===== src/rtl/io_stream_server.sv =====
// I/O responder beside the processor: per-port sample FIFOs feed io_in on read strobes,
// and a result FIFO captures io_out on write strobes and drains it as a valid/ready stream.
module io_stream_server #(
  parameter  int NUIOIN = 4,
  parameter  int NUIOOU = 4,
  parameter  int NBIN   = 13,
  parameter  int NBOUT  = 21,
  parameter  int FDEPTH = 8,
  localparam int HPW    = (NUIOIN > 1) ? $clog2(NUIOIN) : 1,
  localparam int RPW    = (NUIOOU > 1) ? $clog2(NUIOOU) : 1
) (
  input  logic                    clk,
  input  logic                    rst,
  input  logic                    h_valid,
  input  logic [HPW-1:0]          h_port,
  input  logic signed [NBIN-1:0]  h_data,
  output logic                    h_ready,
  input  logic [NUIOIN-1:0]       req_in,
  output logic signed [NBIN-1:0]  io_in,
  input  logic [NUIOOU-1:0]       out_en,
  input  logic signed [NBOUT-1:0] io_out,
  output logic                    r_valid,
  output logic [RPW-1:0]          r_port,
  output logic signed [NBOUT-1:0] r_data,
  input  logic                    r_ready,
  output logic [2:0]              err,
  input  logic                    clr_err
);

  localparam int AW = $clog2(FDEPTH);
  localparam int CW = AW + 1;

  typedef logic [AW-1:0] ptr_t;
  typedef logic [CW-1:0] cnt_t;
  typedef struct packed {
    logic [RPW-1:0]   port;
    logic [NBOUT-1:0] data;
  } res_t;

  // ---------------- input FIFOs ----------------
  logic signed [NBIN-1:0] in_mem [NUIOIN][FDEPTH];
  ptr_t                   in_wptr [NUIOIN];
  ptr_t                   in_rptr [NUIOIN];
  cnt_t                   in_cnt  [NUIOIN];
  logic [NUIOIN-1:0]      in_full, in_empty, in_push, in_pop;
  logic                   h_push;
  logic                   rd_any, rd_multi, rd_ok, rd_under;
  logic [HPW-1:0]         rd_sel;

  assign h_ready  = !in_full[h_port];
  assign h_push   = h_valid && h_ready;
  assign rd_any   = |req_in;
  assign rd_multi = |(req_in & (req_in - NUIOIN'(1)));
  assign rd_ok    = rd_any && !in_empty[rd_sel];
  assign rd_under = rd_any && in_empty[rd_sel];
  assign io_in    = rd_ok ? in_mem[rd_sel][in_rptr[rd_sel]] : '0;

  // NOTE: every always_comb output gets a default before any conditional assignment,
  // so no path leaves a variable unassigned and no latch is inferred.
  always_comb begin
    rd_sel = '0;
    for (int i = NUIOIN - 1; i >= 0; i--)
      if (req_in[i]) rd_sel = HPW'(i);
  end

  always_comb begin
    in_full  = '0;
    in_empty = '0;
    in_push  = '0;
    in_pop   = '0;
    for (int p = 0; p < NUIOIN; p++) begin
      in_full[p]  = (in_cnt[p] == cnt_t'(FDEPTH));
      in_empty[p] = (in_cnt[p] == '0);
      in_push[p]  = h_push && (h_port == HPW'(p));
      in_pop[p]   = rd_ok && (rd_sel == HPW'(p));
    end
  end

  // NOTE: state registers use non-blocking assignments so every flop samples
  // pre-edge values regardless of process ordering.
  always_ff @(posedge clk or negedge rst) begin
    if (!rst) begin
      for (int p = 0; p < NUIOIN; p++) begin
        in_wptr[p] <= '0;
        in_rptr[p] <= '0;
        in_cnt[p]  <= '0;
      end
    end else begin
      for (int p = 0; p < NUIOIN; p++) begin
        if (in_push[p]) in_wptr[p] <= in_wptr[p] + ptr_t'(1);
        if (in_pop[p])  in_rptr[p] <= in_rptr[p] + ptr_t'(1);
        in_cnt[p] <= in_cnt[p] + cnt_t'(in_push[p]) - cnt_t'(in_pop[p]);
      end
    end
  end

  // NOTE: storage arrays carry no reset; pointers and counts define which entries are live.
  always_ff @(posedge clk) begin
    if (h_push) in_mem[h_port][in_wptr[h_port]] <= h_data;
  end

  // ---------------- result FIFO ----------------
  res_t           res_mem [FDEPTH];
  ptr_t           res_wptr, res_rptr;
  cnt_t           res_cnt, res_left;
  res_t           head_q, head_d, res_word;
  logic           wr_any, wr_multi, res_full, res_pop, res_push, res_drop;
  logic [RPW-1:0] wr_sel;

  always_comb begin
    wr_sel = '0;
    for (int i = NUIOOU - 1; i >= 0; i--)
      if (out_en[i]) wr_sel = RPW'(i);
  end

  assign wr_any   = |out_en;
  assign wr_multi = |(out_en & (out_en - NUIOOU'(1)));
  assign res_full = (res_cnt == cnt_t'(FDEPTH));
  assign r_valid  = (res_cnt != '0);
  assign res_pop  = r_valid && r_ready;
  assign res_push = wr_any && (!res_full || res_pop);
  assign res_drop = wr_any && res_full && !res_pop;
  assign res_word = '{port: wr_sel, data: io_out};
  assign res_left = res_cnt - cnt_t'(res_pop);

  // Head is a register so r_port/r_data hold their last value when the FIFO runs dry.
  always_comb begin
    head_d = head_q;
    if (res_left != '0)
      head_d = res_mem[res_rptr + ptr_t'(res_pop)];
    else if (res_push)
      head_d = res_word;
  end

  always_ff @(posedge clk or negedge rst) begin
    if (!rst) begin
      res_wptr <= '0;
      res_rptr <= '0;
      res_cnt  <= '0;
      head_q   <= '0;
    end else begin
      if (res_push) res_wptr <= res_wptr + ptr_t'(1);
      if (res_pop)  res_rptr <= res_rptr + ptr_t'(1);
      res_cnt <= res_cnt + cnt_t'(res_push) - cnt_t'(res_pop);
      head_q  <= head_d;
    end
  end

  always_ff @(posedge clk) begin
    if (res_push) res_mem[res_wptr] <= res_word;
  end

  assign r_port = head_q.port;
  assign r_data = head_q.data;

  // ---------------- sticky errors ----------------
  logic [2:0] err_set;
  assign err_set = {rd_multi || wr_multi, res_drop, rd_under};

  // A fresh error in the clearing cycle survives the clear.
  always_ff @(posedge clk or negedge rst) begin
    if (!rst) err <= '0;
    else      err <= (clr_err ? 3'b000 : err) | err_set;
  end

endmodule


===== config.mk =====
export PLATFORM = sky130hd
export DESIGN_NAME = io_stream_server
export DESIGN_NICKNAME = d
export VERILOG_FILES = /design/src/rtl/io_stream_server.sv
export SDC_FILE = /design/constraint.sdc
export NUM_CORES = 1
export LEC_CHECK = 0
export ABC_AREA = 1
export BUFFER_PORTS_ARGS = -buffer_cell sky130_fd_sc_hd__buf_4
export CORE_MARGIN = 4
export CORE_UTILIZATION = 50
export CTS_BUF_LIST = sky130_fd_sc_hd__clkbuf_4
export CTS_CLUSTER_DIAMETER = 150
export DETAILED_ROUTE_END_ITERATION = 10
export GPL_TIMING_DRIVEN = 1
export HOLD_SLACK_MARGIN = 0.1
export PLACE_DENSITY = 0.66
export SETUP_SLACK_MARGIN = 0.15
export SKIP_CTS_REPAIR_TIMING = 1
export SLEW_MARGIN = 10
export SYNTH_ARGS = -nofsm -noshare
export SYNTH_HDL_FRONTEND = slang
export SYNTH_SLANG_ARGS = --single-unit

===== constraint.sdc =====
create_clock -name clk -period 3.1 [get_ports clk]
set_input_delay 0.465 -clock clk [delete_from_list [all_inputs] [get_ports clk]]
set_output_delay 0.465 -clock clk [all_outputs]
set_load 0.005 [all_outputs]

-- Word-level counts from Yosys, hierarchy flattened
Memory sizes are Yosys's and may differ from the RTL's.
Cells that the tools add are included.
- muxes and demuxes: 31
- equality and inequality tests: 11
- div/mod/pow operators: 0
- add/sub/neg operators: 24
- order comparisons: 7
- shift-type cells: 0
- multiply operators: 0
- reductions and logical operators: 35
- bitwise logic cells: 7
- operators with widths (kind ; count):
    2-to-1 mux 104 bit ; 1
    2-to-1 mux 13 bit ; 4
    2-to-1 mux 23 bit ; 2
    binary-select mux 13 bit (select 3 bit) ; 1
    demux 13 bit (select 3 bit) ; 1
    adder 3 x 1 -> 3 bit, second input constant ; 10
    subtractor 4 x 1 -> 4 bit ; 6
    adder 4 x 1 -> 4 bit ; 5
    equality test 4 bit, second input constant ; 5
    logical AND 1 bit ; 16
    logical NOT 4 bit ; 4
    2-to-1 mux 2 bit ; 8
    OR reduction 4 bit ; 4
    2-to-1 mux 3 bit ; 5
    binary-select mux 3 bit (select 2 bit) ; 2
    AND 4 bit ; 2
    equality test 2 bit, second input constant ; 4
    >= comparator 4 bit, second input constant ; 2
    NOT 3 -> 4 bit ; 2
    nonzero test 4 bit ; 2
    subtractor 4 x 1 -> 4 bit, second input constant ; 2
    >= comparator 3 bit, second input constant ; 2
    less-than comparator 2 x 3 -> 1 bit, second input constant ; 2
    NOT 2 -> 3 bit ; 2
    10 further kinds ; 21
- memory bits (writable): 600
- word-level logic and storage cells: 135
- latch bits: 0
- memories: 2
- bits of input ports: 49
- bits in read-only memories: 0
- output and inout port bits: 41
- register bits after elaboration: 76
- memories (name ; depth ; bits a word ; rd ports ; clocked after memory_dff ; write ports ; RTL line ; RTL):
    in_mem ; 4 ; 104 ; 1 ; 0 ; 1 ; 41 ; logic signed [NBIN-1:0] in_mem [NUIOIN][FDEPTH];
    res_mem ; 8 ; 23 ; 1 ; 0 ; 1 ; 103 ; res_t res_mem [FDEPTH];

-- Logic depth before layout (Yosys ltp)
- word-level depth: 13
- gate-level depth with buffers: 17
- depth with buffers taken out: 16

-- Worst setup path before layout
Ideal clock, no wire load.
- path kind: reg2reg
- start point: reg res_cnt[2]
- end point: mem res_mem[0][0] (netlist name), enable pin
- slack: 0.368 ns
- clock period less this slack: 2.732 ns
- arrival time: 2.330 ns
- setup time: 0.403 ns
- stages on the path, launching flop included: 9
- cells stage by stage: dfrtp_1 inv_1 ha_1 nand2_1 nand2_1 nand3_1 nand2_1 or2_2 nor2_1
- word-level cells in the longest chain between the ends: 6
- elaborated cells between the ends (all ways): 8
- classes of those cells: eq/ne (1); mux (2); reduce/logical (5)
- ends and longest elaborated chain (item ; RTL line ; RTL):
    from (decl) ; 105 ; cnt_t res_cnt, res_left;
    from (signal assigned) ; 144 ; res_cnt <= res_cnt + cnt_t'(res_push) - cnt_t'(res_pop);
    nonzero test 4 bit ; 119 ; assign r_valid = (res_cnt != '0);
    via r_valid ; 22 ; output logic r_valid,
    logical AND 1 bit ; 120 ; assign res_pop = r_valid && r_ready;
    logical OR 1 bit ; 121 ; assign res_push = wr_any && (!res_full || res_pop);
    logical AND 1 bit ; 121 ;
    2-to-1 mux 1 bit ; 150 ; if (res_push) res_mem[res_wptr] <= res_word;
    2-to-1 mux 1 bit (not written as such) ; 150 ;
    to (decl) ; 103 ;
The timed path passes the listed nets, and every way through them passes these cells.

-- Final worst setup path
- start point: reg in_rptr[4] (netlist name)
- end point: out io_in[4]
- word-level cells in the longest chain between the ends: 8
- ends and longest elaborated chain (item ; RTL line ; RTL):
    from (decl) ; 43 ; ptr_t in_rptr [NUIOIN];
    from (signal, indexed assignment) ; 91 ; if (in_pop[p]) in_rptr[p] <= in_rptr[p] + ptr_t'(1);
    binary-select mux 3 bit (select 2 bit) ; 56 ; assign io_in = rd_ok ? in_mem[rd_sel][in_rptr[rd_sel]] : '0;
    2-to-1 mux 3 bit (not written as such) (2 in a row) ; 56 ;
    NOT 3 -> 4 bit (not written as such) ; 56 ;
    binary-select mux 13 bit (select 3 bit) ; 56 ;
    2-to-1 mux 13 bit (not written as such) (2 in a row) ; 56 ;
    2-to-1 mux 13 bit ; 56 ;
    to (decl) ; 19 ; output logic signed [NBIN-1:0] io_in,
No other way between the ends. The select of a mux whose other input is x is not followed.

==> key figures <==
Yosys
  – Yosys warnings: 0
  – Cells after Synth: between 2000 and 3000
  – Async set-reset flop share out of synthesis: 11.2%
  – Number of synthesized flops with an enable pin: 600
  – Register area share after synthesis: about two thirds
  – Post-synthesis cell type count: 45
  – Synth top area cells: edfxtp_1, dfrtp_1, nand2_1, nand3b_1, nor2_1
  – Post-Syn Area: between 0.02 and 0.03 mm^2
  – Mapped Nets: roughly 2800
  – Main flop type after synthesis: edfxtp_1
  – Top cell type's share of synthesized area: about three fifths
  – Synth area leader: edfxtp_1
  – Avg Inst Size Synth: 11.2 um^2
  – Post-synthesis register bit count: ~680

Clocking
  – H-Tree Depth: 4
  – Root Buffer: clkbuf_4
  – Inserted Clock Buffers: between 150 and 200
  – Clock Pin Slew Worst Setup and Hold Paths: about 0.07 ns
  – Clk_lat worst skew: ~1.0 ns
  – CTS tree: done
  – CTS max path bufs: 3
  – Clock sink count: approximately 680

Floorplanning
  – Initial Utilization: around half
  – Site Rows: between 80 and 90
  – Die extent in y: around 250 um
  – I/O Pins: 90
  – Die Wd: 252 um
  – Die area: approximately 0.063 mm^2
  – Core ar.: 0.0589 mm^2

Setup path
  – Most frequent CP cell: nand2_1
  – Critical path peak fanout: 15
  – Worst Path Buf+Inv: 2
  – Crit path max-delay family: simple AND/OR/NAND/NOR gates
  – Type of the worst setup path: register to output port
  – Worst Setup Start Kind: register
  – CP Data Arrival Time: around 2.9 ns
  – Worst path required time: about 2.6 ns
  – CP Cell Sequence: nand3b_1 > nand2_1 > nor2_1 > nand2_2 > buf_4 > nand3_1 > nand2_1 > nand2_1 > nand2_1 > nor2_4 > buf_4
  – Critical Path Sink Type: output port
  – CP peak stage delay: about 0.4 ns
  – Slowest cell on crit path: dfrtp_1

GRT
  – GR Util All Layers: a little under a quarter
  – Gr ovfl total: 0
  – First-pass GRT wire length: 117 mm
  – Vias in the first global route: roughly 21000
  – Initial antenna violation count: 2
  – Largest net degree at the start of global routing: between 90 and 100

Timing
  – Max Slew Vio Count: 0
  – Endpoints failing setup: 13
  – Unrepaired setup endpoints after global routing: true
  – Worst slew pin tran: about 1.1 ns
  – Slack of the critical path: -0.233 ns
  – Final Hold Viols: 0
  – Crit path time final: 3.33 ns
  – Final Hold Slack: around 0.11 ns
  – Fin crit share: 108%
  – Clk_skew: 0.0744 ns
  – Achievable Freq: about 300 MHz
  – Slew HR: between 20 and 30%

Layout
  – Layout Utilization: between 60% and 70%
  – Area Overhead vs Synth: 19.1%
  – Fin area: approximately 0.035 mm^2
  – Share of post-route cells with drive strength above 1: between 20% and 30%
  – Nets: approximately 3100
  – Fillers: between 4000 and 5000

Placement
  – Hpwl dp: ~47 mm
  – Post-DP Area: roughly 0.032 mm^2
  – Gpl congestion: 0.943
  – PortBufs: 89

Pwr
  – Clk pwr share: a little over a quarter
  – Combinational fraction of design power: around a third
  – Pwr dens: 827 mW/mm^2
  – Leakage: approximately 14 nW
  – Reg power frac: 40.8%
  – Switching Fraction: between 30% and 40%
  – Switching power: about 10 mW
  – Max VDD drop: around 0.51 mV
  – Internal power: roughly 19 mW

Drt
  – Detailed Routing Iterations Pass 1: 6
  – Drt wl/cell: between 15 and 20 um
  – DRT iter0 DRCs: ~1700
  – Vias post-DR: roughly 21000
  – DRC: 0
  – Via/cell ratio: about 5.4
  – WL final: slightly below 80 mm
  – Final ANT Viol Nets: 0

Status
  – Failing checks: negative setup slack
  – Status: complete, but fails checks

Job
  – Max cap viols: 0

Hold path
  – HP Class: primary input to register
[synth_stat cells (all sizes together) (5+ instances only)]
master and count:
nand3 182, o21ai 226, o22ai 5, o211ai 22, dfrtp 76, nand3b 205, nor2 318, xor2 13
fa 5, nand2 470, inv 302, buf 77, ha 45, xnor2 18, edfxtp 600, clkbuf 52
a21oi 10
[power by group through the flow]
stage	clock network [mW]	registers (mW)	logic [mW]
6_report	7.84	11.9	9.47
5_1_grt	8.59	12.0	10.5
4_1_cts	8.05	11.9	8.42
3_5_place_dp	0	12.1	8.39
3_3_place_gp	0	12.0	8.16
2_1_floorplan	0	11.9	5.19
[final timing paths]
path	startpoint	to	slack, ns	cells past startpoint
worst max-delay path	in_rptr[4]	io_in[4]	-0.23	11
worst min-delay path	out_en[2]	res_wptr[0]	0.11	6
worst max register to register	in_cnt[14]	in_cnt[10]	0.40	15
worst min register to register	r_data[20]	r_data[20]	0.49	2
max in group asynchronous	rst	in_cnt[5]	2.18	2
min in group asynchronous	rst	r_data[2]	0.15	2
[layout make-up]
| class | count | area (um^2) | share of cell area (%) |
|---|---|---|---|
| flip-flops and latches | 676 | 19900 | 56.4 |
| repair inverters | 1 | 7.51 | 0.0212 |
| repair buffers | 278 | 2620 | 7.40 |
| inverters | 304 | 1150 | 3.25 |
| clock inverters | 56 | 367 | 1.04 |
| well taps | 773 | 967 | 2.74 |
| diodes | 4 | 10.0 | 0.0283 |
| clock buffers | 260 | 1950 | 5.52 |
| multi-input cells | 1545 | 8360 | 23.7 |
[layout by cell type (no fill, tap or decap), types with 9 or more instances in the layout]
master	synthesis	routed
inv_2	8	15
nand3b_1	205	205
ha_1	45	42
nand2_1	461	430
inv_1	293	286
nor2_4	4	10
dfrtp_1	76	75
nand2_2	5	34
o21ai_1	38	40
clkbuf_4	0	260
xnor2_1	18	17
dlygate4sd3_1	0	51
nor2_1	310	290
xor2_1	13	13
o211ai_1	22	22
nand3_1	180	157
edfxtp_1	600	600
a21oi_1	9	9
o21ai_0	187	184
nand3_2	2	24
buf_12	0	17
clkinv_2	0	9
buf_4	4	194
clkinv_1	2	33
nor2_2	4	20
[cells by family (layout without fill, tap and decap cells)]
logic type | Yosys count | count (layout) | share of synthesized area [%]
AO/OA/AOI/OAI | 274 | 274 | 4.98
AND/OR/NAND/NOR | 1184 | 1186 | 18.8
XOR/XNOR | 31 | 31 | 0.915
other | 0 | 4 | 0
flip-flops | 676 | 676 | 67.1
adder cells (fa/ha/maj) | 50 | 50 | 2.24
buffers and inverters | 433 | 899 | 5.84
multiplexers | 4 | 4 | 0.135
[metrics by stage]
step           worst slack, ns  std cells  power (mW)  TNS (ns)
2_1_floorplan            0.368       2652        17.1         0
5_1_grt                 -0.387       3897        31.1     -4.76
3_3_place_gp            0.0369       3498        20.2         0
4_1_cts                 -0.450       3814        28.4     -5.49
3_5_place_dp            0.0352       3498        20.5         0
6_report                -0.233       3897        29.2     -2.50
[state kept, by name, summed over array words and instances, names as in the netlist, 4 cells and up]
name and count:
in_wptr 12, r_data 21, res_cnt 4, in_rptr 12
res_mem 184, in_cnt 16, in_mem 416
[worst reg2reg max path, stage by stage (launching register included)]
cell	delay (ns)
dfrtp_1	0.36
inv_1	0.10
ha_1	0.16
nand3_1	0.11
o21ai_2	0.16
nand2_1	0.07
nand2_1	0.14
nor2_4	0.07
buf_4	0.14
nand2_1	0.08
inv_1	0.08
ha_1	0.27
inv_1	0.04
ha_1	0.20
fa_1	0.43
xor2_1	0.17
[metal layers]
metal	share of wire [%]	global-route usage (%)	wire length (um)	vias up
li1	-	-	-	9793
met1	40	30.7	31200	10200
met2	48	39.0	37300	919
met3	7.8	4.73	6080	189
met4	4.1	11.8	3170	0
met5	0	0	0	-
Power figures use the tool's default switching activity.
